### config.mk
export PLATFORM = sky130hd
export DESIGN_NAME = smj_hand_ctrl
export DESIGN_NICKNAME = d
export VERILOG_FILES = /design/src/rtl/smj_hand_ctrl.sv
export SDC_FILE = /design/constraint.sdc
export NUM_CORES = 1
export LEC_CHECK = 0
export CORE_UTILIZATION = 51
export CTS_BUF_LIST = sky130_fd_sc_hd__clkbuf_8 sky130_fd_sc_hd__clkbuf_16
export DETAILED_ROUTE_END_ITERATION = 12
export PLACE_DENSITY = 0.68
export SETUP_SLACK_MARGIN = 0.1
export SKIP_CTS_REPAIR_TIMING = 1
export SLEW_MARGIN = 20
export SYNTH_ARGS = -nofsm -noshare
export SYNTH_HDL_FRONTEND = slang
export SYNTH_SLANG_ARGS = --single-unit
### constraint.sdc
create_clock -name clk -period 6.1 [get_ports clk]
set_clock_uncertainty 0.1 [all_clocks]
set_input_delay 1.22 -clock clk [delete_from_list [all_inputs] [get_ports clk]]
set_output_delay 1.22 -clock clk [all_outputs]
set_load 0.02 [all_outputs]
### src/rtl/smj_hand_ctrl.sv
// Serial front-end for the mahjong hand classifier: accepts five tiles one per
// handshake, keeps them insertion-sorted, classifies in an EVAL cycle, and pulses the result.
module smj_hand_ctrl (
    input  logic       clk,
    input  logic       rst_n,
    input  logic       in_valid,
    input  logic [5:0] tile,
    output logic       in_ready,
    output logic       out_valid,
    output logic [1:0] out_data
);
    localparam int N_TILES = 5;

    typedef enum logic [1:0] {
        ST_COLLECT = 2'd0,
        ST_EVAL    = 2'd1,
        ST_OUT     = 2'd2
    } state_t;

    state_t     state_q, state_d;
    logic [2:0] count_q, count_d;
    logic       bad_q, bad_d;
    logic [5:0] s_q [N_TILES];
    logic [5:0] s_d [N_TILES];
    logic [5:0] ins_s [N_TILES];
    logic [2:0] pos_s;
    logic       in_ready_q, in_ready_d;
    logic       out_valid_q, out_valid_d;
    logic [1:0] out_data_q, out_data_d;
    logic [1:0] class_s;
    logic       accept_s;

    function automatic logic tile_invalid(input logic [5:0] t);
        return (t[3:0] > 4'd8) || ((t[5:4] == 2'b00) && (t[3:0] > 4'd6));
    endfunction

    function automatic logic is_trip(input logic [5:0] a, input logic [5:0] b, input logic [5:0] c);
        return (a == b) && (b == c);
    endfunction

    // Runs stay within one suit only because 6-bit a+1 must match b exactly.
    function automatic logic is_seq(input logic [5:0] a, input logic [5:0] b, input logic [5:0] c);
        return (a[5:4] != 2'b00) && (6'(a + 6'd1) == b) && (6'(b + 6'd1) == c);
    endfunction

    assign accept_s  = in_valid && in_ready_q;
    assign in_ready  = in_ready_q;
    assign out_valid = out_valid_q;
    assign out_data  = out_data_q;

    // Insertion slot for the incoming tile and the shifted array it produces.
    always_comb begin
        pos_s = 3'd0;
        for (int i = 0; i < N_TILES; i++) begin
            if ((3'(i) < count_q) && (s_q[i] <= tile)) begin
                pos_s = pos_s + 3'd1;
            end else begin
                pos_s = pos_s;
            end
        end
        for (int i = 0; i < N_TILES; i++) begin
            if (3'(i) < pos_s) begin
                ins_s[i] = s_q[i];
            end else if (3'(i) == pos_s) begin
                ins_s[i] = tile;
            end else begin
                ins_s[i] = s_q[(i == 0) ? 0 : i - 1];
            end
        end
    end

    // Hand classification on the sorted array.
    always_comb begin
        class_s = 2'b00;
        if (bad_q || ((s_q[0] == s_q[1]) && is_trip(s_q[1], s_q[2], s_q[3]) && (s_q[3] == s_q[4]))) begin
            class_s = 2'b01;
        end else if (((s_q[0] == s_q[1]) && is_trip(s_q[2], s_q[3], s_q[4])) ||
                     ((s_q[3] == s_q[4]) && is_trip(s_q[0], s_q[1], s_q[2]))) begin
            class_s = 2'b11;
        end else if (((s_q[0] == s_q[1]) && is_seq(s_q[2], s_q[3], s_q[4])) ||
                     ((s_q[3] == s_q[4]) && is_seq(s_q[0], s_q[1], s_q[2])) ||
                     ((s_q[2] == s_q[3]) && is_seq(s_q[0], s_q[1], s_q[4]))) begin
            class_s = 2'b10;
        end else begin
            class_s = 2'b00;
        end
    end

    // Next-state and registered-output decode.
    always_comb begin
        state_d     = state_q;
        count_d     = count_q;
        bad_d       = bad_q;
        s_d         = s_q;
        out_valid_d = 1'b0;
        out_data_d  = 2'b00;
        case (state_q)
            ST_COLLECT: begin
                if (accept_s) begin
                    s_d     = ins_s;
                    count_d = count_q + 3'd1;
                    bad_d   = bad_q | tile_invalid(tile);
                    if (count_q == 3'(N_TILES - 1)) begin
                        state_d = ST_EVAL;
                    end else begin
                        state_d = ST_COLLECT;
                    end
                end else begin
                    state_d = ST_COLLECT;
                end
            end
            ST_EVAL: begin
                state_d     = ST_OUT;
                out_valid_d = 1'b1;
                out_data_d  = class_s;
            end
            ST_OUT: begin
                state_d = ST_COLLECT;
                count_d = 3'd0;
                bad_d   = 1'b0;
            end
            default: begin
                state_d = ST_COLLECT;
                count_d = 3'd0;
                bad_d   = 1'b0;
            end
        endcase
        in_ready_d = (state_d == ST_COLLECT);
    end

    // State, tile array and output registers.
    always_ff @(posedge clk or negedge rst_n) begin
        if (!rst_n) begin
            state_q     <= ST_COLLECT;
            count_q     <= 3'd0;
            bad_q       <= 1'b0;
            in_ready_q  <= 1'b1;
            out_valid_q <= 1'b0;
            out_data_q  <= 2'b00;
            for (int i = 0; i < N_TILES; i++) begin
                s_q[i] <= 6'd0;
            end
        end else begin
            state_q     <= state_d;
            count_q     <= count_d;
            bad_q       <= bad_d;
            in_ready_q  <= in_ready_d;
            out_valid_q <= out_valid_d;
            out_data_q  <= out_data_d;
            for (int i = 0; i < N_TILES; i++) begin
                s_q[i] <= s_d[i];
            end
        end
    end
endmodule

==> run metrics <==
Min-Delay Path Class=reg -> reg; number of top-level design ports=13; total wirelength of the detailed-routed design=9660 um; post-detailed-route via-to-cell ratio=5.76; clock slew at the register clock pins of the worst setup and hold paths=0.08 ns; number of global-route vias before repair=3002; number of antenna violations at the first check in global routing=0; overall via count from detail_route=3043; most frequent cell on the critical path=sky130_fd_sc_hd__ha_1; setup_tns=0 ns; Bufs and invs on worst path=3; width of the die=89.0 um; Routed wire per std cell=18.3 um; CTS buffer count=5; number of routed nets with antenna violations=0; sequential area share after synthesis=25.3%; Worst Path Arrival=5.81 ns; crit path launch type=input port; required time of the critical path=6.18 ns; list of most frequent post-synthesis cells=40 x sky130_fd_sc_hd__ha_1, 38 x sky130_fd_sc_hd__dfrtp_1, 31 x sky130_fd_sc_hd__nor2_1, 28 x sky130_fd_sc_hd__xor2_1; post-synthesis cell count=412; type of destination of the critical path=flip-flop; number of inserted filler cells in the final layout=643; wire length of the first global-routing pass=15700 um; highest clock frequency the design can meet=175 MHz; non-filler instance count after layout=528; Layout area overhead=9.93%; count of final max-slew check failures=0; status=finished clean; final hold violation count=0; number of endpoints failing setup at the final stage=0; cell taking the most area after synthesis=sky130_fd_sc_hd__dfrtp_1; flip-flop and latch count after synthesis=39; # Max-Cap Violations=0; Rows=31; count of input and output buffers=12; clock insertion delay at the later pin of the skew report=0.29 ns; number of warnings printed during yosys synthesis=0; clk root buf=sky130_fd_sc_hd__clkbuf_8; aggregate global routing overflow=0; fraction of registers with async set/reset=100%; Cell variety after synth=61; tightest slew margin relative to the limit=40.3%; number of levels the H-tree was split into=2; fin crit period=5.73 ns; half-perimeter wire length of the detailed placement result=7450 um; initial standard-cell utilization of the core=52.9%; share of the cycle needed by the critical path after routing=93.9%; leading cell types by total area after synthesis=sky130_fd_sc_hd__dfrtp_1 25%, sky130_fd_sc_hd__ha_1 13%, sky130_fd_sc_hd__mux2i_1 6.7%; largest fanout on the critical path=6; max incr delay on CP=0.48 ns; placed instance count=519; global router's overall resource usage=26.7%; EDFF count, synth=0; share of cells above drive strength 1=14.5%; average cell area after synthesis=9.36 um^2; die outline area=7910 um^2; clock tree from TritonCTS=yes; first-pass iteration count of the detailed router=4; pin count of the biggest net entering global routing=40; pin slew with the least headroom to its limit=0.896 ns; most common cell in the netlist=sky130_fd_sc_hd__ha_1; area occupied by multi-input gates=2720 um^2; TritonCTS Sinks=39; number of remaining DRC errors=0; count of inserted antenna diode cells=0; core area=7290 um^2; RSZ-0062 raised after global routing=yes; CP cell instances=clkdlybuf4s50_1 > inv_1 > ha_1 > nor2b_1 > o21a_1 > o21a_1 > o21ai_0 > nand2b_1 > a21oi_1 > o22ai_1 > inv_1 > ha_1 > o21ai_0 > o31ai_2 > a21oi_4 > ha_1 > mux2_2 > ha_1 > and2_1 > xor3_2 > nand3_4 > mux2_4 > mux2_4; share of the synthesized area in the top cell type=24.7%; layout net count=477; Bufs on Longest Clock Path=2; kind of critical path=in -> reg; slowest library cell on the worst path=sky130_fd_sc_hd__clkdlybuf4s50_1; area of all sequential standard cells=977 um^2; top flip-flop cell by instance count after synthesis=sky130_fd_sc_hd__dfrtp_1; Mapped Nets=461; Worst path top cell family by delay=compound AO/OA/AOI/OAI gates; last weighted congestion value of the routability-driven placer=0.932; cell area after synthesis=3860 um^2; floorplan die height=89.0 um; First DRT Iteration DRCs=112
## final cells by class
type / count / share of cell area, %
multi-input cells: 329 / 64.2
flip-flops and latches: 39 / 23.1
repair buffers: 30 / 5.90
well taps: 99 / 2.92
inverters: 23 / 2.04
clock buffers: 5 / 1.62
clock inverters: 3 / 0.295
## registers in the layout, summed over array words and instances, names as in the netlist
name       flops
bad_q          1
out_data       2
out_valid      1
in_ready       1
state_q        1
s_q           30
count_q        3
## routing by layer
| layer | share of wire [%] | GRT usage (%) | vias to the layer above |
|---|---|---|---|
| met5 | 0 | 0 | - |
| met4 | 1.3 | 7.79 | 0 |
| met3 | 5.3 | 5.54 | 15 |
| met2 | 49 | 46.3 | 86 |
| met1 | 45 | 33.7 | 1458 |
| li1 | - | - | 1484 |
## kinds of logic after synthesis
kind of cell	after synthesis	synth area share [%]
adders and majority gates	40	13.0
muxes	40	12.0
and+or+nand+nor	124	17.7
AOI/OAI and AO/OA	67	12.8
buffers and inverters	44	4.51
DFF	39	25.3
xor gates and xnor gates	58	14.7
## layout by cell type, fill, tap and decap left out, types with 4 or more instances in the layout
| cell type | instances |
|---|---|
| sky130_fd_sc_hd__ha_1 | 40 |
| sky130_fd_sc_hd__dfrtp_1 | 38 |
| sky130_fd_sc_hd__nor2_1 | 31 |
| sky130_fd_sc_hd__xor2_1 | 28 |
| sky130_fd_sc_hd__xnor2_1 | 26 |
| sky130_fd_sc_hd__mux2i_1 | 26 |
| sky130_fd_sc_hd__inv_1 | 25 |
| sky130_fd_sc_hd__nand2_1 | 21 |
| sky130_fd_sc_hd__a21oi_1 | 18 |
| sky130_fd_sc_hd__buf_4 | 18 |
| sky130_fd_sc_hd__nand3_1 | 17 |
| sky130_fd_sc_hd__mux2_4 | 12 |
| sky130_fd_sc_hd__clkdlybuf4s50_1 | 11 |
| sky130_fd_sc_hd__o21ai_0 | 9 |
| sky130_fd_sc_hd__nor2b_1 | 7 |
| sky130_fd_sc_hd__nor4_1 | 7 |
| sky130_fd_sc_hd__o21ai_1 | 7 |
| sky130_fd_sc_hd__nor3_1 | 6 |
| sky130_fd_sc_hd__o21a_1 | 5 |
| sky130_fd_sc_hd__and3_1 | 5 |
| sky130_fd_sc_hd__clkbuf_8 | 5 |
| sky130_fd_sc_hd__and2_1 | 4 |
| sky130_fd_sc_hd__a31oi_1 | 4 |
| sky130_fd_sc_hd__nand4_1 | 4 |
| sky130_fd_sc_hd__nand2b_1 | 4 |
## path summary, 6_finish.rpt
check	start	to	slack (ns)	cells after the start
worst min register to register	bad_q	out_data[1]	0.37	1
min in group asynchronous	rst_n	out_valid	0.95	1
worst min-delay path	bad_q	out_data[1]	0.37	1
max in group asynchronous	rst_n	s_q[20]	4.39	1
worst max-delay path	tile[1]	s_q[3]	0.37	23
worst max register to register	s_q[19]	s_q[3]	1.31	21
## worst register-to-register path, stage by stage (launching register included)
cell and delay, ns:
sky130_fd_sc_hd__dfrtp_1 0.54, sky130_fd_sc_hd__ha_1 0.32, sky130_fd_sc_hd__nor2b_1 0.14, sky130_fd_sc_hd__o21a_1 0.17, sky130_fd_sc_hd__o21a_1 0.16, sky130_fd_sc_hd__o21ai_0 0.14, sky130_fd_sc_hd__nand2b_1 0.07, sky130_fd_sc_hd__a21oi_1 0.15
sky130_fd_sc_hd__o22ai_1 0.12, sky130_fd_sc_hd__inv_1 0.08, sky130_fd_sc_hd__ha_1 0.18, sky130_fd_sc_hd__o21ai_0 0.12, sky130_fd_sc_hd__o31ai_2 0.28, sky130_fd_sc_hd__a21oi_4 0.08, sky130_fd_sc_hd__ha_1 0.29, sky130_fd_sc_hd__mux2_2 0.26
sky130_fd_sc_hd__ha_1 0.19, sky130_fd_sc_hd__and2_1 0.15, sky130_fd_sc_hd__xor3_2 0.34, sky130_fd_sc_hd__nand3_4 0.18, sky130_fd_sc_hd__mux2_4 0.34, sky130_fd_sc_hd__mux2_4 0.26
## metrics by stage
stage	util, %	area (um^2)	setup WS (ns)	hold slack [ns]
after floorplan	-	3860	0.571	0.337
after global placement	56.7	4140	0.101	0.370
after detailed placement	56.7	4140	0.00308	0.373
after CTS	57.8	4220	0.335	0.385
after global routing	58.1	4240	0.0990	0.394
final	58.1	4240	0.374	0.374
Power is left out: the tool's default activity adds up to more than one toggle a clock period on the data nets, which glitch-free logic cannot reach.
